<file path="config.mk">
export PLATFORM = sky130hd
export DESIGN_NAME = sdio_xfer_ctrl
export DESIGN_NICKNAME = d
export VERILOG_FILES = /design/src/rtl/sdio_xfer_ctrl.sv
export SDC_FILE = /design/constraint.sdc
export NUM_CORES = 1
export LEC_CHECK = 0
export ABC_AREA = 1
export CELL_PAD_IN_SITES_DETAIL_PLACEMENT = 1
export CELL_PAD_IN_SITES_GLOBAL_PLACEMENT = 2
export CORE_MARGIN = 3
export CORE_UTILIZATION = 24
export DETAILED_ROUTE_END_ITERATION = 8
export PLACE_DENSITY_LB_ADDON = 0.1
export REMOVE_ABC_BUFFERS = 1
export SLEW_MARGIN = 20
export SYNTH_ARGS = -nofsm -noshare
export SYNTH_HDL_FRONTEND = slang
export SYNTH_SLANG_ARGS = --single-unit
export TNS_END_PERCENT = 100
</file>
<file path="constraint.sdc">
create_clock -name i_clk -period 1.9 [get_ports i_clk]
set_input_delay 0.285 -clock i_clk [delete_from_list [all_inputs] [get_ports i_clk]]
set_output_delay 0.285 -clock i_clk [all_outputs]
set_load 0.005 [all_outputs]
</file>
<file path="src/rtl/sdio_xfer_ctrl.sv">
// SD/SDIO block-transfer sequencer: issues the read/write command, steps the
// data engines block by block, waits out card programming, closes multi-block
// and aborted transfers with CMD12, and reports completion with an error flag.
module sdio_xfer_ctrl #(
    parameter int LGBLKSZ   = 9,
    parameter int OPT_HCS   = 1,
    parameter int LGTIMEOUT = 20
) (
    input  logic        i_clk,
    input  logic        i_reset_n,
    input  logic        i_req,
    input  logic        i_write,
    input  logic [31:0] i_sector,
    input  logic [15:0] i_count,
    input  logic        i_abort,
    output logic        o_busy,
    output logic        o_done,
    output logic        o_err,
    output logic        o_cmd_valid,
    input  logic        i_cmd_ready,
    output logic [5:0]  o_cmd,
    output logic [31:0] o_cmd_arg,
    input  logic        i_rsp_valid,
    input  logic        i_rsp_err,
    input  logic [31:0] i_rsp_r1,
    output logic        o_rx_en,
    input  logic        i_rx_done,
    input  logic        i_rx_err,
    output logic        o_tx_en,
    input  logic        i_tx_done,
    input  logic        i_tx_err,
    input  logic        i_card_busy
);

    typedef enum logic [2:0] {
        S_IDLE    = 3'd0,
        S_CMD     = 3'd1,
        S_RSP     = 3'd2,
        S_DATA    = 3'd3,
        S_PROG    = 3'd4,
        S_STOP    = 3'd5,
        S_STOPRSP = 3'd6,
        S_DONE    = 3'd7
    } state_t;

    localparam logic [LGTIMEOUT-1:0] WD_ONE = {{(LGTIMEOUT-1){1'b0}}, 1'b1};
    localparam logic [LGTIMEOUT-1:0] WD_MAX = {LGTIMEOUT{1'b1}};

    // Read/write, single/multi command selection.
    function automatic logic [5:0] cmd_index(input logic wr, input logic [15:0] cnt);
        logic multi;
        multi = (cnt > 16'd1);
        case ({wr, multi})
            2'b00:   return 6'd17;
            2'b01:   return 6'd18;
            2'b10:   return 6'd24;
            2'b11:   return 6'd25;
            default: return 6'd17;
        endcase
    endfunction

    // High-capacity cards take a block number, standard cards a byte address.
    function automatic logic [31:0] sector_arg(input logic [31:0] sector);
        logic [31:0] shifted;
        shifted = sector << LGBLKSZ;
        if (OPT_HCS != 0) begin
            return sector;
        end else begin
            return shifted;
        end
    endfunction

    state_t               state_r, state_s;
    logic                 write_r, write_s;
    logic                 multi_r, multi_s;
    logic [15:0]          count_r, count_s;
    logic                 err_r, err_s;
    logic                 rsp_seen_r, rsp_seen_s;
    logic [5:0]           cmd_r, cmd_s;
    logic [31:0]          arg_r, arg_s;
    logic [LGTIMEOUT-1:0] wd_r;
    logic                 blk_done_s;
    logic                 busy_r, done_r, err_out_r, cmd_valid_r, rx_en_r, tx_en_r;

    // Only the R1 error bits steer the sequence; the status bits are don't-care.
    logic unused_s;
    assign unused_s = ^i_rsp_r1[18:0];

    logic   wd_exp_s, rsp_ok_s, fault_s;
    state_t fin_s;
    assign wd_exp_s = (wd_r == WD_MAX);
    assign rsp_ok_s = !i_rsp_err && (i_rsp_r1[31:19] == 13'd0);
    assign fault_s  = i_rx_err || i_tx_err || wd_exp_s;
    assign fin_s    = multi_r ? S_STOP : S_DONE;

    // Next-state and datapath decisions for the transfer sequence.
    always_comb begin
        state_s    = state_r;
        write_s    = write_r;
        multi_s    = multi_r;
        count_s    = count_r;
        err_s      = err_r;
        rsp_seen_s = rsp_seen_r;
        cmd_s      = cmd_r;
        arg_s      = arg_r;
        blk_done_s = 1'b0;
        case (state_r)
            S_IDLE: begin
                if (i_req) begin
                    write_s    = i_write;
                    multi_s    = (i_count > 16'd1);
                    count_s    = i_count;
                    err_s      = 1'b0;
                    rsp_seen_s = 1'b0;
                    cmd_s      = cmd_index(i_write, i_count);
                    arg_s      = sector_arg(i_sector);
                    state_s    = (i_count == 16'd0) ? S_DONE : S_CMD;
                end else begin
                    state_s = S_IDLE;
                end
            end
            S_CMD: begin
                state_s = i_cmd_ready ? S_RSP : S_CMD;
            end
            S_RSP: begin
                if (fault_s) begin
                    err_s   = 1'b1;
                    state_s = fin_s;
                end else if (i_rsp_valid) begin
                    if (rsp_ok_s) begin
                        state_s = S_DATA;
                    end else begin
                        err_s   = 1'b1;
                        state_s = S_DONE;
                    end
                end else begin
                    state_s = S_RSP;
                end
            end
            S_DATA: begin
                if (fault_s) begin
                    err_s   = 1'b1;
                    state_s = fin_s;
                end else if (i_abort) begin
                    state_s = S_STOP;
                end else if (write_r) begin
                    state_s = i_tx_done ? S_PROG : S_DATA;
                end else if (i_rx_done) begin
                    blk_done_s = 1'b1;
                    if (count_r <= 16'd1) begin
                        count_s = 16'd0;
                        state_s = fin_s;
                    end else begin
                        count_s = count_r - 16'd1;
                        state_s = S_DATA;
                    end
                end else begin
                    state_s = S_DATA;
                end
            end
            S_PROG: begin
                if (fault_s) begin
                    err_s   = 1'b1;
                    state_s = fin_s;
                end else if (i_abort) begin
                    state_s = S_STOP;
                end else if (!i_card_busy) begin
                    blk_done_s = 1'b1;
                    if (count_r <= 16'd1) begin
                        count_s = 16'd0;
                        state_s = fin_s;
                    end else begin
                        count_s = count_r - 16'd1;
                        state_s = S_DATA;
                    end
                end else begin
                    state_s = S_PROG;
                end
            end
            S_STOP: begin
                state_s = i_cmd_ready ? S_STOPRSP : S_STOP;
            end
            S_STOPRSP: begin
                if (wd_exp_s) begin
                    err_s   = 1'b1;
                    state_s = S_DONE;
                end else if (!rsp_seen_r) begin
                    if (i_rsp_valid) begin
                        rsp_seen_s = 1'b1;
                        err_s      = err_r || !rsp_ok_s;
                    end else begin
                        rsp_seen_s = 1'b0;
                    end
                end else if (!i_card_busy) begin
                    state_s = S_DONE;
                end else begin
                    state_s = S_STOPRSP;
                end
            end
            S_DONE: begin
                state_s = S_IDLE;
            end
            default: begin
                state_s = S_IDLE;
            end
        endcase
    end

    // State, transfer context and registered outputs (decoded from next state).
    always_ff @(posedge i_clk or negedge i_reset_n) begin
        if (!i_reset_n) begin
            state_r     <= S_IDLE;
            write_r     <= 1'b0;
            multi_r     <= 1'b0;
            count_r     <= 16'd0;
            err_r       <= 1'b0;
            rsp_seen_r  <= 1'b0;
            cmd_r       <= 6'd0;
            arg_r       <= 32'd0;
            busy_r      <= 1'b0;
            done_r      <= 1'b0;
            err_out_r   <= 1'b0;
            cmd_valid_r <= 1'b0;
            rx_en_r     <= 1'b0;
            tx_en_r     <= 1'b0;
        end else begin
            state_r     <= state_s;
            write_r     <= write_s;
            multi_r     <= multi_s;
            count_r     <= count_s;
            err_r       <= err_s;
            rsp_seen_r  <= (state_s == S_STOP) ? 1'b0 : rsp_seen_s;
            cmd_r       <= (state_s == S_STOP) ? 6'd12 : cmd_s;
            arg_r       <= (state_s == S_STOP) ? 32'd0 : arg_s;
            busy_r      <= (state_s != S_IDLE);
            done_r      <= (state_s == S_DONE);
            err_out_r   <= (state_s == S_DONE) && err_s;
            cmd_valid_r <= (state_s == S_CMD) || (state_s == S_STOP);
            rx_en_r     <= (state_s == S_DATA) && !write_s;
            tx_en_r     <= (state_s == S_DATA) && write_s;
        end
    end

    // Per-state watchdog, restarted on every state change and block completion.
    always_ff @(posedge i_clk or negedge i_reset_n) begin
        if (!i_reset_n) begin
            wd_r <= '0;
        end else if ((state_s != state_r) || blk_done_s || (state_r == S_IDLE)) begin
            wd_r <= '0;
        end else if (!wd_exp_s) begin
            wd_r <= wd_r + WD_ONE;
        end else begin
            wd_r <= wd_r;
        end
    end

    assign o_busy      = busy_r;
    assign o_done      = done_r;
    assign o_err       = err_out_r;
    assign o_cmd_valid = cmd_valid_r;
    assign o_cmd       = cmd_r;
    assign o_cmd_arg   = arg_r;
    assign o_rx_en     = rx_en_r;
    assign o_tx_en     = tx_en_r;

endmodule

</file>
==> impl_metrics.tcl, run 1 <==
set metrics [dict create \
    drv_cap 0 \
    ant_nets 0 \
    crit_slowest_cell "dfrtp_1" \
    drc 0 \
    finClkSkew_ns 0.0118 \
    syn_area_mm2 0.00485 \
    hp-class "in2reg" \
    critPathKind "reg2reg" \
    async_flop_share_pct 100 \
    fin_cells 1140 \
    core_mm2 0.0197 \
    synth_top_area_share_pct 44.3 \
    wl_um 17200 \
    yosysSeqAreaShare_pct 44.3 \
    dominantRegCellSynth "dfrtp_1" \
    cp_common_cell "nand3_4" \
    setup_viol 76 \
    cts.sink_count 86 \
    reg2reg_from "wd_r[1]" \
    ctsLongestPathBuffers 2 \
    rows 51 \
    worstSetupEndpoint "o_cmd_arg[8]" \
    ys_warn_count 0 \
    synthTopCellsByCount "nand2_1, dfrtp_1, nor2_1, inv_1, nand3_1" \
    grt_start_max_net_pins 87 \
    vdd_drop_max_mv 0.698 \
    viasPerCell 4.37 \
    antenna_found_initial 0 \
    cp.required_ns 2.14 \
    reg2reg_depth 15 \
    antenna_cells 0 \
    gp_congestion 0.802 \
    yosys.area.top_type "dfrtp_1" \
    grt_usage_pct 15.5 \
    crit_path_max_incr_delay_ns 0.41 \
    vias 4977 \
    drive_above_1_share_pct 37.5 \
    synth_cell_type_count 39 \
    fp.dieW_um 148 \
    drv_slew 0 \
    status "complete, but fails checks" \
    cts_root_buf "clkbuf_16" \
    ys_ff_latch 86 \
    finalCriticalPeriod_ns 2.10 \
    worstReg2RegEnd "o_cmd_arg[8]" \
    io_buffers 116 \
    post-dp-hpwl_um 12300 \
    final_nets 969 \
    relSlewSlack_pct 65.6 \
    synth_area_leaders "dfrtp_1, nand2_1, nand3_1" \
    finalHoldViolations 0 \
    finalWorstSetupSlack_ns -0.198 \
    initial_core_util_pct 24.7 \
    cp-startpoint "wd_r[1]" \
    synth_most_common_cell "nand2_1" \
    initialDrtViolationCount 133 \
    placedCellCount 1099 \
    drt-pass1-iter-count 4 \
    syn_avg_cell_area_um2 7.83 \
    wl_per_cell_um 15.1 \
    cts_inserted_buffers 9 \
    power_density_mw_per_mm2 1530 \
    final.setup.tns_ns -10.02 \
    grt_overflow 0 \
    io-pin-count 137 \
    violations "setup timing" \
    clk_latency_ns 0.35 \
    cts_htree_levels 3 \
    die_height_um 148 \
    cp_cell_sequence "ha_4, buf_6, nand3_4, nor2_4, nand3_4, nand2_4, nor2_1, nand2_1, nand2_2, nand3_4, nand2_4, nand3_4, clkbuf_16, nand3_1, nand2_1" \
    grt_pass1_wl_um 27400 \
    worst_slew_pin_slew_ns 0.516 \
    cts_tree "yes" \
    power.leakage_nw 3.86 \
    clock.fmax_ghz 0.477 \
    synth-edff-count 0 \
    reg2reg_slack_ns -0.20 \
    post-route-period-util_pct 110 \
    arrival_ns 2.34 \
    dieArea_mm2 0.0220 \
    syn_to_final_growth_pct 72.5 \
    rsz0062_at_grt "true" \
    clkTransAtPathRegs_ns 0.08 \
    cp-start-kind "register" \
    cp-end-kind "register" \
    synthCells 620 \
    grt_pass1_vias 5454 \
    path_max_fanout 8 \
]
per-layer routing:
metal  vias up  track usage, %  routed length, um
li1       2471               -                  -
met1      2397            18.2               7360
met2        89            28.3               8920
met3        20            3.78                686
met4         0            4.16                265
met5         -               0                  0
cell usage in the layout (no fill, tap or decap), types with 3 or more instances in the layout:
cell | netlist | routed
inv_1 | 59 | 52
ha_4 | 0 | 3
o21ai_0 | 21 | 9
ha_1 | 6 | 3
nor2_1 | 65 | 41
clkbuf_16 | 0 | 13
o21ai_1 | 7 | 10
nor2_2 | 27 | 41
o22ai_1 | 7 | 7
inv_2 | 7 | 10
nand3_1 | 49 | 34
xor2_1 | 15 | 15
nor2_4 | 2 | 12
xnor2_1 | 5 | 5
a31oi_1 | 4 | 3
nand3_2 | 14 | 23
nand4_1 | 9 | 9
nand3_4 | 2 | 8
nor3_1 | 6 | 5
nand2_1 | 170 | 135
dfrtp_1 | 86 | 83
nand2_4 | 4 | 8
buf_12 | 1 | 9
nand2_2 | 7 | 38
clkdlybuf4s50_1 | 0 | 115
a21oi_2 | 0 | 4
buf_6 | 3 | 10
dfrtp_2 | 0 | 3
buf_4 | 2 | 117
a21oi_1 | 11 | 7
inv_4 | 1 | 4
o21ai_2 | 0 | 8
flip-flops by register name, summed over array words and instances, names as in the netlist, 3 cells and up:
register	count
o_cmd_arg	32
wd_r	20
count_r	16
o_cmd	5
state_r	3
power by group:
part / leakage, nW / internal (W) / switching [W]
sequential: 1.12 / 0.00251 / 0.000489
clock: 0.158 / 0.00117 / 0.000822
combinational: 2.58 / 0.00388 / 0.00391
total: 3.86 / 0.00755 / 0.00522
worst min-delay path by stage:
| stage | startpoint | slack, ns | to | depth (start not counted) |
|---|---|---|---|---|
| final | i_sector[6] | 0.47 | o_cmd_arg[6] | 3 |
| after global routing | i_sector[27] | 0.47 | o_cmd_arg[27] | 3 |
| after CTS | i_sector[27] | 0.46 | o_cmd_arg[27] | 3 |
| after detailed placement | i_reset_n | 0.37 | o_cmd_valid | 2 |
| after global placement | i_reset_n | 0.37 | o_cmd_valid | 2 |
| after floorplan | i_reset_n | -0.01 | count_r[0] | 0 |
metrics by stage:
stage               util (%)  worst slack [ns]  hold slack, ns  area (um^2)  total power (W)
detailed placement      36.7            -0.431           0.366         7210          0.00892
global placement        36.7            -0.377           0.366         7210          0.00879
CTS                     40.1            -0.171           0.456         7880           0.0117
floorplan                  -            -0.853         -0.0106         4730          0.00560
global route            42.6            -0.332           0.468         8370           0.0138
finish                  42.6            -0.198           0.472         8370           0.0128
repair_timing:
item | CTS | global route
cloned | 2 | 5
setup buffers | 6 | 13
gates resized for setup | 81 | 79
setup endpoints to repair | 81 | 82
hold buffers | 1 | 0
hold endpoints to repair | 10 | 0
pin swaps | 14 | 32
kinds of logic (layout without fill, tap and decap cells):
| family | count (synthesis) | after routing | share of synthesized area (%) |
|---|---|---|---|
| simple gates | 360 | 360 | 35.2 |
| mux | 2 | 2 | 0.412 |
| xor+xnor | 20 | 20 | 3.61 |
| fa+ha+maj | 6 | 6 | 1.55 |
| compound gates | 59 | 59 | 6.99 |
| flops | 86 | 86 | 44.3 |
| other cells | 1 | 1 | 0.0773 |
| buf+inv | 86 | 341 | 7.81 |
final cells by class:
type	count	area, um^2
tap	265	332
inverter	67	269
timing repair buffer	258	2490
clock buffer	9	225
sequential	86	2160
fill	2356	11300
clock inverter	7	105
multi-input combinational	448	2800
worst max-delay path: cells and delay by family (launching register included):
family	cells	cell delay [ns]
adder cells (fa/ha/maj)	1	0.19
buffers and inverters	2	0.36
flip-flops	1	0.41
AND/OR/NAND/NOR	12	1.02
Power figures use the tool's default switching activity.
==> run 2: changes to the inputs <==
Settings changed: CAP_MARGIN set to 20, CORE_ASPECT_RATIO set to 0.9.
Clock period 1.9 ns to 1.8 ns, I/O delays scaled along.
==> run 2 against run 1 <==
Against the previous run: the flow still finishes with violations (setup timing); sequential share of layout area down 0.076 points; flip-flop and latch count unchanged; register-to-register slack worse by 0.16 ns; die area about the same; via count up 2.1%; first-iteration DRC count up 11%; sequential power up 5%; non-clock buffer count up 22; clock skew up 0.00077 ns; critical endpoint is now wd_r[11]; largest cell class unchanged; largest power group unchanged.
==> impl_metrics.tcl, run 2 (synthesis results as in run 1) <==
set metrics [dict create \
    drt-pass1-iter-count 4 \
    clkTransAtPathRegs_ns 0.07 \
    hp-class "in2async" \
    critPathKind "reg2reg" \
    setup_viol 82 \
    finalHoldViolations 0 \
    final_nets 991 \
    ctsLongestPathBuffers 2 \
    grt_overflow 0 \
    reg2reg_slack_ns -0.36 \
    post-route-period-util_pct 120 \
    cts.sink_count 86 \
    arrival_ns 2.44 \
    antenna_cells 0 \
    post-dp-hpwl_um 12700 \
    reg2reg_depth 17 \
    rsz0062_at_grt "true" \
    initial_core_util_pct 24.9 \
    cts_inserted_buffers 9 \
    power.leakage_nw 3.91 \
    drv_cap 0 \
    grt_pass1_vias 5622 \
    ant_nets 0 \
    cts_tree "yes" \
    final_cell_mix "nand2_1, buf_4, clkdlybuf4s50_1, dfrtp_1, inv_1" \
    violations "setup timing" \
    pre_cts_ws_ns -0.548 \
    grt_usage_pct 15.7 \
    syn_to_final_growth_pct 72.7 \
    drive_above_1_share_pct 35.7 \
    worstReg2RegEnd "wd_r[11]" \
    wl_per_cell_um 15.0 \
    core_mm2 0.0195 \
    power_density_mw_per_mm2 1550 \
    drv_slew 0 \
    antenna_found_initial 0 \
    status "complete, but fails checks" \
    finalWorstSetupSlack_ns -0.355 \
    gp_congestion 0.804 \
    cp.required_ns 2.08 \
    io-pin-count 137 \
    vdd_drop_max_mv 0.573 \
    clock.fmax_ghz 0.464 \
    rows 48 \
    grt_pass1_wl_um 27800 \
    final_common_cell "nand2_1" \
    fin_cells 1147 \
    cp-end-kind "register" \
    initialDrtViolationCount 147 \
    finalCriticalPeriod_ns 2.16 \
    final.fill_count 2290 \
    placedCellCount 1107 \
    io_buffers 116 \
    clk_latency_ns 0.36 \
    cp-start-kind "register" \
    path_max_fanout 5 \
    drc 0 \
    viasPerCell 4.43 \
    reg2reg_from "wd_r[0]" \
    finClkSkew_ns 0.0126 \
    dieArea_mm2 0.0220 \
    cts_root_buf "clkbuf_16" \
    largest_reg_flops 32 \
    cts_htree_levels 3 \
    worst_slew_pin_slew_ns 0.516 \
    hold-worst-slack_ns 0.442 \
    wl_um 17200 \
    vias 5084 \
    relSlewSlack_pct 65.6 \
    fp.dieW_um 156 \
    grt_start_max_net_pins 39 \
    die_height_um 141 \
]
run 2: cell count changes in the layout (fill, tap and decap cells not counted), moves of 5 or more:
cell,before,now
buf_4,117,143
nand2_1,135,152
nand2_2,38,22
nand3_1,34,29
nand3_2,23,31
nor2_1,41,46
nor2_2,41,18
nor2_4,12,30
o21ai_0,9,15
o21ai_2,8,3
run 2: area by class of cell:
class	instances	area [um^2]	area share (%)
multi-input combinational	448	2800	33.4
timing repair buffer	280	2570	30.7
sequential	86	2150	25.7
tap	250	313	3.73
inverter	67	259	3.09
clock buffer	9	225	2.69
clock inverter	7	61.3	0.732
run 2: stage by stage:
| stage | util (%) | setup TNS [ns] | total power [W] | instance area [um^2] |
|---|---|---|---|---|
| floorplan | - | -37.50 | 0.00591 | 4730 |
| detailed placement | 37.5 | -37.37 | 0.00953 | 7330 |
| finish | 42.9 | -21.90 | 0.0130 | 8380 |
| global route | 42.9 | -31.32 | 0.0140 | 8380 |
| CTS | 41.2 | -21.54 | 0.0124 | 8050 |
| global placement | 37.5 | -34.98 | 0.00939 | 7330 |
run 2: metal layers:
| layer | global-route usage [%] | wire (um) | vias to the layer above |
|---|---|---|---|
| li1 | - | - | 2520 |
| met1 | 20.0 | 7710 | 2449 |
| met2 | 26.2 | 8340 | 103 |
| met3 | 4.45 | 945 | 12 |
| met4 | 3.95 | 183 | 0 |
| met5 | 0 | 0 | - |
run 2: how the worst max path moves through the flow:
stage | slack (ns) | end | start | cells past startpoint
floorplan | -0.95 | o_rx_en | state_r[0] | 7
CTS | -0.34 | wd_r[12] | wd_r[9] | 17
detailed placement | -0.55 | wd_r[12] | i_count[6] | 12
finish | -0.36 | wd_r[11] | wd_r[0] | 17
global route | -0.46 | wd_r[11] | wd_r[0] | 17
global placement | -0.51 | wd_r[8] | i_count[6] | 12
run 2: power breakdown:
part | total [W] | internal [W] | switching (W)
sequential | 0.00315 | 0.00264 | 0.000515
combinational | 0.00802 | 0.00397 | 0.00405
clock | 0.00185 | 0.000968 | 0.000880
run 2: critical path: stages, from the launching register on:
cell and delay [ns]:
dfrtp_1 0.41, ha_4 0.18, buf_6 0.12, nand3_4 0.05, nor2_4 0.04, nand3_4 0.12, nand2_4 0.07, buf_6 0.12
nor2_4 0.10, nand2_2 0.06, nand2_2 0.07, nand3_4 0.08, nand2_4 0.10, nand2_2 0.06, nand2_2 0.07, nand3_4 0.16
clkbuf_16 0.22, nor2_4 0.07
run 2: what timing repair did:
| action | CTS | global route |
|---|---|---|
| gates cloned | 1 | 3 |
| hold buffers | 1 | 0 |
| setup endpoints to repair | 83 | 83 |
| gates resized for setup | 74 | 60 |
| pin swaps | 29 | 23 |
| buffers inserted | 18 | 3 |
| endpoints found under the hold margin | 32 | 0 |
